`config.mk`:
```
export PLATFORM = sky130hd
export DESIGN_NAME = slc3_control_fsm
export DESIGN_NICKNAME = d
export VERILOG_FILES = /design/src/rtl/slc3_ctrl_pkg.sv /design/src/rtl/mem_wait_counter.sv /design/src/rtl/slc3_control_fsm.sv
export SDC_FILE = /design/constraint.sdc
export NUM_CORES = 1
export LEC_CHECK = 0
export BUFFER_PORTS_ARGS = -buffer_cell sky130_fd_sc_hd__buf_4
export CAP_MARGIN = 30
export CORE_AREA = 4 4 70 53
export DETAILED_ROUTE_END_ITERATION = 10
export DIE_AREA = 0 0 74 57
export PLACE_DENSITY = 0.58
export SLEW_MARGIN = 20
export SYNTH_ARGS = -nofsm -noshare
export SYNTH_HDL_FRONTEND = slang
export SYNTH_HIERARCHICAL = 1
export SYNTH_SLANG_ARGS = --single-unit
```
`constraint.sdc`:
```
create_clock -name Clk -period 1.9 [get_ports Clk]
set_clock_uncertainty 0.05 [all_clocks]
set_input_delay 0 -clock Clk [delete_from_list [all_inputs] [get_ports Clk]]
set_output_delay 0 -clock Clk [all_outputs]
set_load 0.02 [all_outputs]
```
`src/rtl/slc3_ctrl_pkg.sv`:
```
// SLC-3 control sequencer shared types: state codes, opcodes, mux encodings.
// Optional build macro SLC3_CTRL_PERF_EN is consumed by slc3_control_fsm.
package slc3_ctrl_pkg;

  // LC-3 states 32/33/35 do not fit in 5 bits; they use free codes
  typedef enum logic [4:0] {
    S0     = 5'd0,
    S1     = 5'd1,
    S4     = 5'd4,
    S5     = 5'd5,
    S6     = 5'd6,
    S7     = 5'd7,
    S9     = 5'd9,
    S12    = 5'd12,
    S16    = 5'd16,
    S18    = 5'd18,
    S21    = 5'd21,
    S22    = 5'd22,
    S23    = 5'd23,
    S25    = 5'd25,
    S27    = 5'd27,
    S35    = 5'h18,
    S33    = 5'h1A,
    S32    = 5'h1C,
    PAUSE1 = 5'h1D,
    PAUSE2 = 5'h1E,
    HALTED = 5'h1F
  } state_t;

  localparam logic [3:0] OP_BR  = 4'b0000;
  localparam logic [3:0] OP_ADD = 4'b0001;
  localparam logic [3:0] OP_JSR = 4'b0100;
  localparam logic [3:0] OP_AND = 4'b0101;
  localparam logic [3:0] OP_LDR = 4'b0110;
  localparam logic [3:0] OP_STR = 4'b0111;
  localparam logic [3:0] OP_NOT = 4'b1001;
  localparam logic [3:0] OP_JMP = 4'b1100;
  localparam logic [3:0] OP_PSE = 4'b1101;

  localparam logic [1:0] PC_INC  = 2'b00;
  localparam logic [1:0] PC_BUS  = 2'b01;
  localparam logic [1:0] PC_ADDR = 2'b10;

  localparam logic [1:0] A2_ZERO  = 2'b00;
  localparam logic [1:0] A2_OFF6  = 2'b01;
  localparam logic [1:0] A2_OFF9  = 2'b10;
  localparam logic [1:0] A2_OFF11 = 2'b11;

  localparam logic [1:0] ALU_ADD  = 2'b00;
  localparam logic [1:0] ALU_AND  = 2'b01;
  localparam logic [1:0] ALU_NOT  = 2'b10;
  localparam logic [1:0] ALU_PASS = 2'b11;

  function automatic logic is_mem_state(input state_t s);
    return (s == S33) || (s == S25) || (s == S16);
  endfunction

endpackage

```
`src/rtl/mem_wait_counter.sv`:
```
// Counts cycles spent in a memory access state; done on the last one.
// Held at zero while clear is high so every access starts from 0.
module mem_wait_counter #(
  parameter int unsigned MEM_WAIT = 2
) (
  input  logic clk,
  input  logic rst,
  input  logic clear,
  input  logic enable,
  output logic done
);

  localparam int unsigned CW = (MEM_WAIT > 1) ? $clog2(MEM_WAIT) : 1;
  localparam logic [CW-1:0] LAST = CW'(MEM_WAIT - 1);

  logic [CW-1:0] count;

  always_ff @(posedge clk or posedge rst) begin
    if (rst) begin
      count <= '0;
    end else if (clear) begin
      count <= '0;
    end else if (enable && !done) begin
      count <= count + CW'(1);
    end
  end

  assign done = (count == LAST);

endmodule

```
`src/rtl/slc3_control_fsm.sv`:
```
// SLC-3 Moore control sequencer: fetch/decode/execute for the datapath.
// `define SLC3_CTRL_PERF_EN adds the Retired instruction counter port.
module slc3_control_fsm
  import slc3_ctrl_pkg::*;
#(
  parameter int unsigned MEM_WAIT = 2
) (
  input  logic       Clk,
  input  logic       Reset,
  input  logic       Run,
  input  logic       Continue,
  input  logic [3:0] Opcode,
  input  logic       IR_5,
  input  logic       IR_11,
  input  logic       BEN,
  output logic       LD_MAR,
  output logic       LD_PC,
  output logic       LD_MDR,
  output logic       LD_IR,
  output logic       LD_CC,
  output logic       LD_BEN,
  output logic       LD_REG,
  output logic       LD_LED,
  output logic       GatePC,
  output logic       GateMDR,
  output logic       GateMARMUX,
  output logic       GateALU,
  output logic [1:0] PCMUX,
  output logic [1:0] ADDR2MUX,
  output logic [1:0] ALUK,
  output logic       MIO_EN,
  output logic       DRMUX,
  output logic       SR1MUX,
  output logic       ADDR1MUX,
  output logic       SR2MUX,
  output logic       Mem_OE,
  output logic       Mem_WE,
  output logic [4:0] State
`ifdef SLC3_CTRL_PERF_EN
  ,output logic [15:0] Retired
`endif
);

  state_t state;
  state_t nxt;
  logic   mem_done;
  logic   unused_ir11;

  // JSRR is not supported, so the JSR/JSRR flag has no effect
  assign unused_ir11 = IR_11;

  mem_wait_counter #(
    .MEM_WAIT(MEM_WAIT)
  ) u_wait (
    .clk   (Clk),
    .rst   (Reset),
    .clear (!is_mem_state(state)),
    .enable(is_mem_state(state)),
    .done  (mem_done)
  );

  always_comb begin
    nxt = state;
    unique case (state)
      HALTED: if (Run) nxt = S18;
      S18:    nxt = S33;
      S33:    if (mem_done) nxt = S35;
      S35:    nxt = S32;
      S32: begin
        case (Opcode)
          OP_ADD:  nxt = S1;
          OP_AND:  nxt = S5;
          OP_NOT:  nxt = S9;
          OP_BR:   nxt = S0;
          OP_JMP:  nxt = S12;
          OP_JSR:  nxt = S4;
          OP_LDR:  nxt = S6;
          OP_STR:  nxt = S7;
          OP_PSE:  nxt = PAUSE1;
          default: nxt = S18;
        endcase
      end
      S1, S5, S9, S12, S21, S22, S27: nxt = S18;
      S0:     nxt = BEN ? S22 : S18;
      S4:     nxt = S21;
      S6:     nxt = S25;
      S25:    if (mem_done) nxt = S27;
      S7:     nxt = S23;
      S23:    nxt = S16;
      S16:    if (mem_done) nxt = S18;
      PAUSE1: if (Continue) nxt = PAUSE2;
      PAUSE2: if (!Continue) nxt = S18;
      default: nxt = HALTED;
    endcase
  end

  always_ff @(posedge Clk or posedge Reset) begin
    if (Reset) begin
      state <= HALTED;
    end else begin
      state <= nxt;
    end
  end

  assign State = state;

`ifdef SLC3_CTRL_PERF_EN
  // Returning to fetch from anywhere but HALTED or decode retires one
  logic retire;
  assign retire = (nxt == S18) && (state != HALTED) && (state != S32);

  always_ff @(posedge Clk or posedge Reset) begin
    if (Reset) begin
      Retired <= '0;
    end else if (retire) begin
      Retired <= Retired + 16'd1;
    end
  end
`endif

  always_comb begin
    LD_MAR     = 1'b0;
    LD_PC      = 1'b0;
    LD_MDR     = 1'b0;
    LD_IR      = 1'b0;
    LD_CC      = 1'b0;
    LD_BEN     = 1'b0;
    LD_REG     = 1'b0;
    LD_LED     = 1'b0;
    GatePC     = 1'b0;
    GateMDR    = 1'b0;
    GateMARMUX = 1'b0;
    GateALU    = 1'b0;
    PCMUX      = PC_INC;
    ADDR2MUX   = A2_ZERO;
    ALUK       = ALU_ADD;
    MIO_EN     = 1'b0;
    DRMUX      = 1'b0;
    SR1MUX     = 1'b0;
    ADDR1MUX   = 1'b0;
    SR2MUX     = 1'b0;
    Mem_OE     = 1'b0;
    Mem_WE     = 1'b0;
    unique case (state)
      S18: begin
        GatePC = 1'b1;
        LD_MAR = 1'b1;
        LD_PC  = 1'b1;
        PCMUX  = PC_INC;
      end
      S33, S25: begin
        Mem_OE = 1'b1;
        MIO_EN = 1'b1;
        LD_MDR = 1'b1;
      end
      S35: begin
        GateMDR = 1'b1;
        LD_IR   = 1'b1;
      end
      S32: LD_BEN = 1'b1;
      S1, S5: begin
        SR1MUX  = 1'b1;
        SR2MUX  = IR_5;
        ALUK    = (state == S5) ? ALU_AND : ALU_ADD;
        GateALU = 1'b1;
        LD_REG  = 1'b1;
        LD_CC   = 1'b1;
      end
      S9: begin
        SR1MUX  = 1'b1;
        ALUK    = ALU_NOT;
        GateALU = 1'b1;
        LD_REG  = 1'b1;
        LD_CC   = 1'b1;
      end
      S22: begin
        ADDR2MUX = A2_OFF9;
        PCMUX    = PC_ADDR;
        LD_PC    = 1'b1;
      end
      S12: begin
        SR1MUX  = 1'b1;
        ALUK    = ALU_PASS;
        GateALU = 1'b1;
        PCMUX   = PC_BUS;
        LD_PC   = 1'b1;
      end
      S4: begin
        DRMUX  = 1'b1;
        GatePC = 1'b1;
        LD_REG = 1'b1;
      end
      S21: begin
        ADDR2MUX = A2_OFF11;
        PCMUX    = PC_ADDR;
        LD_PC    = 1'b1;
      end
      S6, S7: begin
        SR1MUX     = 1'b1;
        ADDR1MUX   = 1'b1;
        ADDR2MUX   = A2_OFF6;
        GateMARMUX = 1'b1;
        LD_MAR     = 1'b1;
      end
      S27: begin
        GateMDR = 1'b1;
        LD_REG  = 1'b1;
        LD_CC   = 1'b1;
      end
      S23: begin
        ALUK    = ALU_PASS;
        GateALU = 1'b1;
        LD_MDR  = 1'b1;
      end
      S16:    Mem_WE = 1'b1;
      PAUSE1: LD_LED = 1'b1;
      default: ;
    endcase
  end

endmodule
```
* Yosys cells after proc, flatten, opt, wreduce, memory -nomap -nowiden
Memories as Yosys holds them, arrays and structs flattened.
Index checks and enable logic that the tools add are counted.
** Storage, ports and cells
- Flip-flop bits (word level) :: 6
- Bits in read-only memories :: 80
- Input bits :: 11
- Output and inout port bits :: 30
- Logic and storage cells :: 83
- Memories kept :: 1
** Memories
- (name not given) :: words 16, bits a word 5, read ports 1, clocked after Yosys merged registers in 0, wr ports 0, line slc3_control_fsm.sv:70 : case (Opcode)
** Operators by class
- Add/subtract/negate cells :: 1
- Equality and inequality tests :: 27
- Muxes and demuxes :: 31
- Reductions and logical operators :: 21
** Operator list (count)
- $pmux 5 s15 :: 1
- $eq 5x5->1 const B :: 13
- $mux 5 :: 6
- $eq 5x3->1 const B :: 4
- $mux 1 :: 20
- $reduce_or 2->1 :: 7
- $pmux 2 s3 :: 2
- $eq 5x4->1 const B :: 2
- $reduce_or 5->1 :: 2
- $ne 2x2->1 const B :: 4
- $reduce_or 4->1 :: 2
- $reduce_or 7->1 :: 1
- $ne 2x1->1 const B :: 3
- $reduce_and 6->1 :: 1
- $reduce_or 3->1 :: 2
- $reduce_or 6->1 :: 1
- $eq 5x1->1 const B :: 1
- $logic_not 5->1 :: 1
- $pmux 2 s2 :: 1
- $mux 3 :: 1
- $logic_or 1x1->1 :: 2
- $add 1x1->1 const B :: 1
- $logic_and 1x1->1 :: 1
- $logic_not 1->1 :: 1

* Longest topological paths before layout
- Depth after elaboration :: 6
- Depth in mapped cells :: 7
- Gate-level depth less buffers :: 5

* By module
The synthesis kept the hierarchy.
** By module, submodules not included
- slc3_control_fsm :: times used 1, cells an instance 149, area an instance 963.4 um2, seq. area each 131.4 um2
- mem_wait_counter :: times used 1, cells an instance 3, area an instance 38.8 um2, seq. area each 25.0 um2

* Worst setup path before layout
No wires, ideal clock.
- Path type :: register to output
- Start :: register state[2] (netlist: State[2])
- End :: output port LD_REG
- Data arrival time :: 1.953 ns
- Required time :: 1.850 ns
- Setup slack :: -0.103 ns
- Cell stages (with the launch flop) :: 7
- Buffers on the path :: 3
- Path through :: dfstp_2 -> buf_2 -> buf_4 -> buf_2 -> nand2_1 -> nor3_1 -> or2_1
** Between the ends
- Cells in the longest elaborated chain, start to end :: 3
- Elaborated cells between the ends (all ways) :: 7
- Those cells by class :: eq/ne: 5; mux: 1; reduce/logical: 1
** Ends and longest elaborated chain
- start: declaration :: line slc3_control_fsm.sv:44 : state_t state;
- start signal: assignment :: line slc3_control_fsm.sv:101 : state <= nxt;
- $eq 5x3->1 (tied with other cells) :: line slc3_control_fsm.sv:144 : unique case (state)
- $reduce_or 5->1 (no source line) (*)
- $mux 1 (*) :: line slc3_control_fsm.sv:144
- end: declaration :: line slc3_control_fsm.sv:22 : output logic LD_REG,
Mark *: on every way between the ends. The rest lies on a longest branch, timed or not.

* Final worst setup path
- Start :: register state[0] (netlist: State[0])
- End :: output port LD_MDR
** Between the ends
- Cells in the longest elaborated chain, start to end :: 3
- Elaborated cells between the ends (all ways) :: 5
- Those cells by class :: eq/ne: 3; mux: 1; reduce/logical: 1
** Ends and longest elaborated chain
- $eq 5x5->1 :: line slc3_control_fsm.sv:144
- $reduce_or 3->1 (no source line) (*)
- $mux 1 (*) :: line slc3_control_fsm.sv:144
- end: declaration :: line slc3_control_fsm.sv:18 : output logic LD_MDR,
Marked as above.

==> impl_metrics.ini <==
[sta]
hold_viol_final = 0
setup_viol = 0
slew_violations = 0
fin_crit_ns = 1.80
fmax_mhz = 557
min_period_over_period = 0.945
tightest_slew_ns = 0.356
holdWs_ns = 0.0372
final.setup.tns_ns = 0
fin_ws_ns = 0.105
slew_headroom = 0.756
grt_setup_unrepaired = no

[floorplanning]
die_w_um = 74
ios = 41
coreArea_um2 = 3040
fp.dieH_um = 57
rows = 17
die_area_um2 = 4220
initial_core_util = 0.329

[worst_setup_path]
worst_setup_path_start_kind = flop
critPathKind = reg2out
required_ns = 1.85
crit_path_max_fanout = 13
worst_setup_path_end_kind = primary output
critPathArrivalTime_ns = 1.75
crit_path_cell_trace = xor2_1, buf_4, nand2_1, o22ai_1, and2_1, buf_4
cp_common_cell = buf_4
cpMaxStageDelayCell = dfstp_2
critPathMaxStageDelay_ns = 0.67

[drt]
drtIter0Drc = 101
ant_nets = 0
vias = 1235
wl_um = 3250
drt_pre_antenna_iters = 4
drc = 0
wl_per_cell_um = 13.7
vias_per_cell = 5.21

[layout]
postLayoutCoreUtil = 0.483
layoutNonFillerInstCount = 237
most-common-layout-cells = buf_4 (57), nor2_1 (21), nand2_1 (15)
fillCellCount = 314
syn_to_final_growth_pct = 46.4
diodes = 0
regArea_um2 = 160
drive_gt1_frac = 0.382
nets = 211
multiInputGateArea_um2 = 731
design_area_um2 = 1470
final_common_cell = buf_4

[cts]
h-tree-depth = 1
clk-insertion-delay-late_ns = 0.23
cts_sinks = 6
cts_tree = done
clk_pin_slew_ns = 0.04
clockBufferDepth = 2
numCtsBuffers = 3
root_buffer = clkbuf_8

[hold_path]
hold_path.class = in2reg

[placed_design]
dp.cells = 226
dpl.hpwl_um = 2480
placed_cell_area_um2 = 1360
place_ws_ns = 0.185
gp_routability_congestion = 0.815
io_buffers = 39

[grt]
grt_pass1_wl_um = 5240
grt_usage = 0.156
grt_max_degree = 21
overflow = 0
grt_antenna_before_repair = 0
grt_pass1_vias = 1075

[power]
p_per_area_nw_per_um2 = 1840
peakVddDrop_v = 0.000599
p_leak_nw = 0.698
totalPowerFinal_mw = 2.70

[synthesis]
ys_types = 43
avgSynthCellArea_um2 = 6.59
synthFlopType = dfstp_2
synth_fp_nets = 163
synth_cells = 152
synth_area_um2 = 1000
synth-edff-count = 0
synth-seq-cells = 6
synthArstFlopShare = 1.00
yosys_warnings = 6
yosysSeqAreaShare = 0.156

[outcome]
status = complete, no violations

[flow_run]
drv_cap = 0
registers in the layout, summed over array words and instances (netlist names):
register     count
u_wait/done      1
State            5
final timing paths:
| path | depth (start not counted) | slack [ns] | start | end |
|---|---|---|---|---|
| max | 6 | 0.10 | State[0] | LD_MDR |
| min reg2reg | 1 | 0.47 | u_wait/done | u_wait/done |
| min | 3 | 0.04 | Opcode[1] | State[4] |
| max reg2reg | 5 | 0.15 | State[0] | State[2] |
| max in group asynchronous | 3 | 1.37 | Reset | State[3] |
| min in group asynchronous | 3 | 0.12 | Reset | u_wait/done |
cells by family after synthesis:
kind of cell              after synthesis  synth area share
AOI/OAI and AO/OA                      40             0.280
xor gates and xnor gates                4            0.0350
buffers and inverters                  23             0.125
DFF                                     6             0.156
muxes                                   1           0.00999
and+or+nand+nor                        78             0.395
final cells by class:
cell class / instances / share of cell area
clock buffers: 4 / 0.0307
repair buffers: 59 / 0.312
well taps: 38 / 0.0324
inverters: 7 / 0.0179
multi-input cells: 123 / 0.498
flip-flops and latches: 6 / 0.109
synthesized netlist by cell type, types with 3 or more instances:
cell type / number / area share
a21oi_1: 5 / 0.025
a31oi_1: 4 / 0.025
buf_2: 10 / 0.050
buf_4: 5 / 0.037
dfstp_2: 5 / 0.13
inv_1: 5 / 0.019
nand2_1: 15 / 0.056
nand2b_1: 6 / 0.037
nand3_1: 5 / 0.025
nor2_1: 21 / 0.079
nor2b_1: 6 / 0.037
nor3_1: 8 / 0.040
o211ai_1: 3 / 0.022
o21ai_0: 14 / 0.070
or2_1: 3 / 0.019
xor2_1: 3 / 0.026
critical path, delay by kind of cell (launching register included):
kind / cells / cell delay, ns
AO/OA/AOI/OAI: 1 / 0.14
buffers and inverters: 2 / 0.28
XOR/XNOR: 1 / 0.21
AND/OR/NAND/NOR: 2 / 0.20
flip-flops: 1 / 0.67
report_power, final:
| part | leakage [nW] | switching, mW | internal, mW | total (mW) |
|---|---|---|---|---|
| registers | 0.0661 | 0.154 | 0.232 | 0.385 |
| logic | 0.609 | 1.16 | 0.948 | 2.11 |
| clock network | 0.0228 | 0.0632 | 0.145 | 0.208 |
repair_timing:
| action | 4_1_cts | 5_1_grt |
|---|---|---|
| hold buffers | 1 | 0 |
| buffers inserted | 0 | 6 |
| resized for setup | 0 | 1 |
| setup endpoints to repair | 0 | 1 |
| hold endpoints to repair | 6 | 0 |
layer usage:
layer  vias up  global-route usage  wire (um)
met4         0              0.0336         17
met5         -                   0          0
met1       559               0.241       1600
met3         2              0.0335        273
met2        49               0.218       1370
li1        625                   -          -
Power figures use the tool's default switching activity.
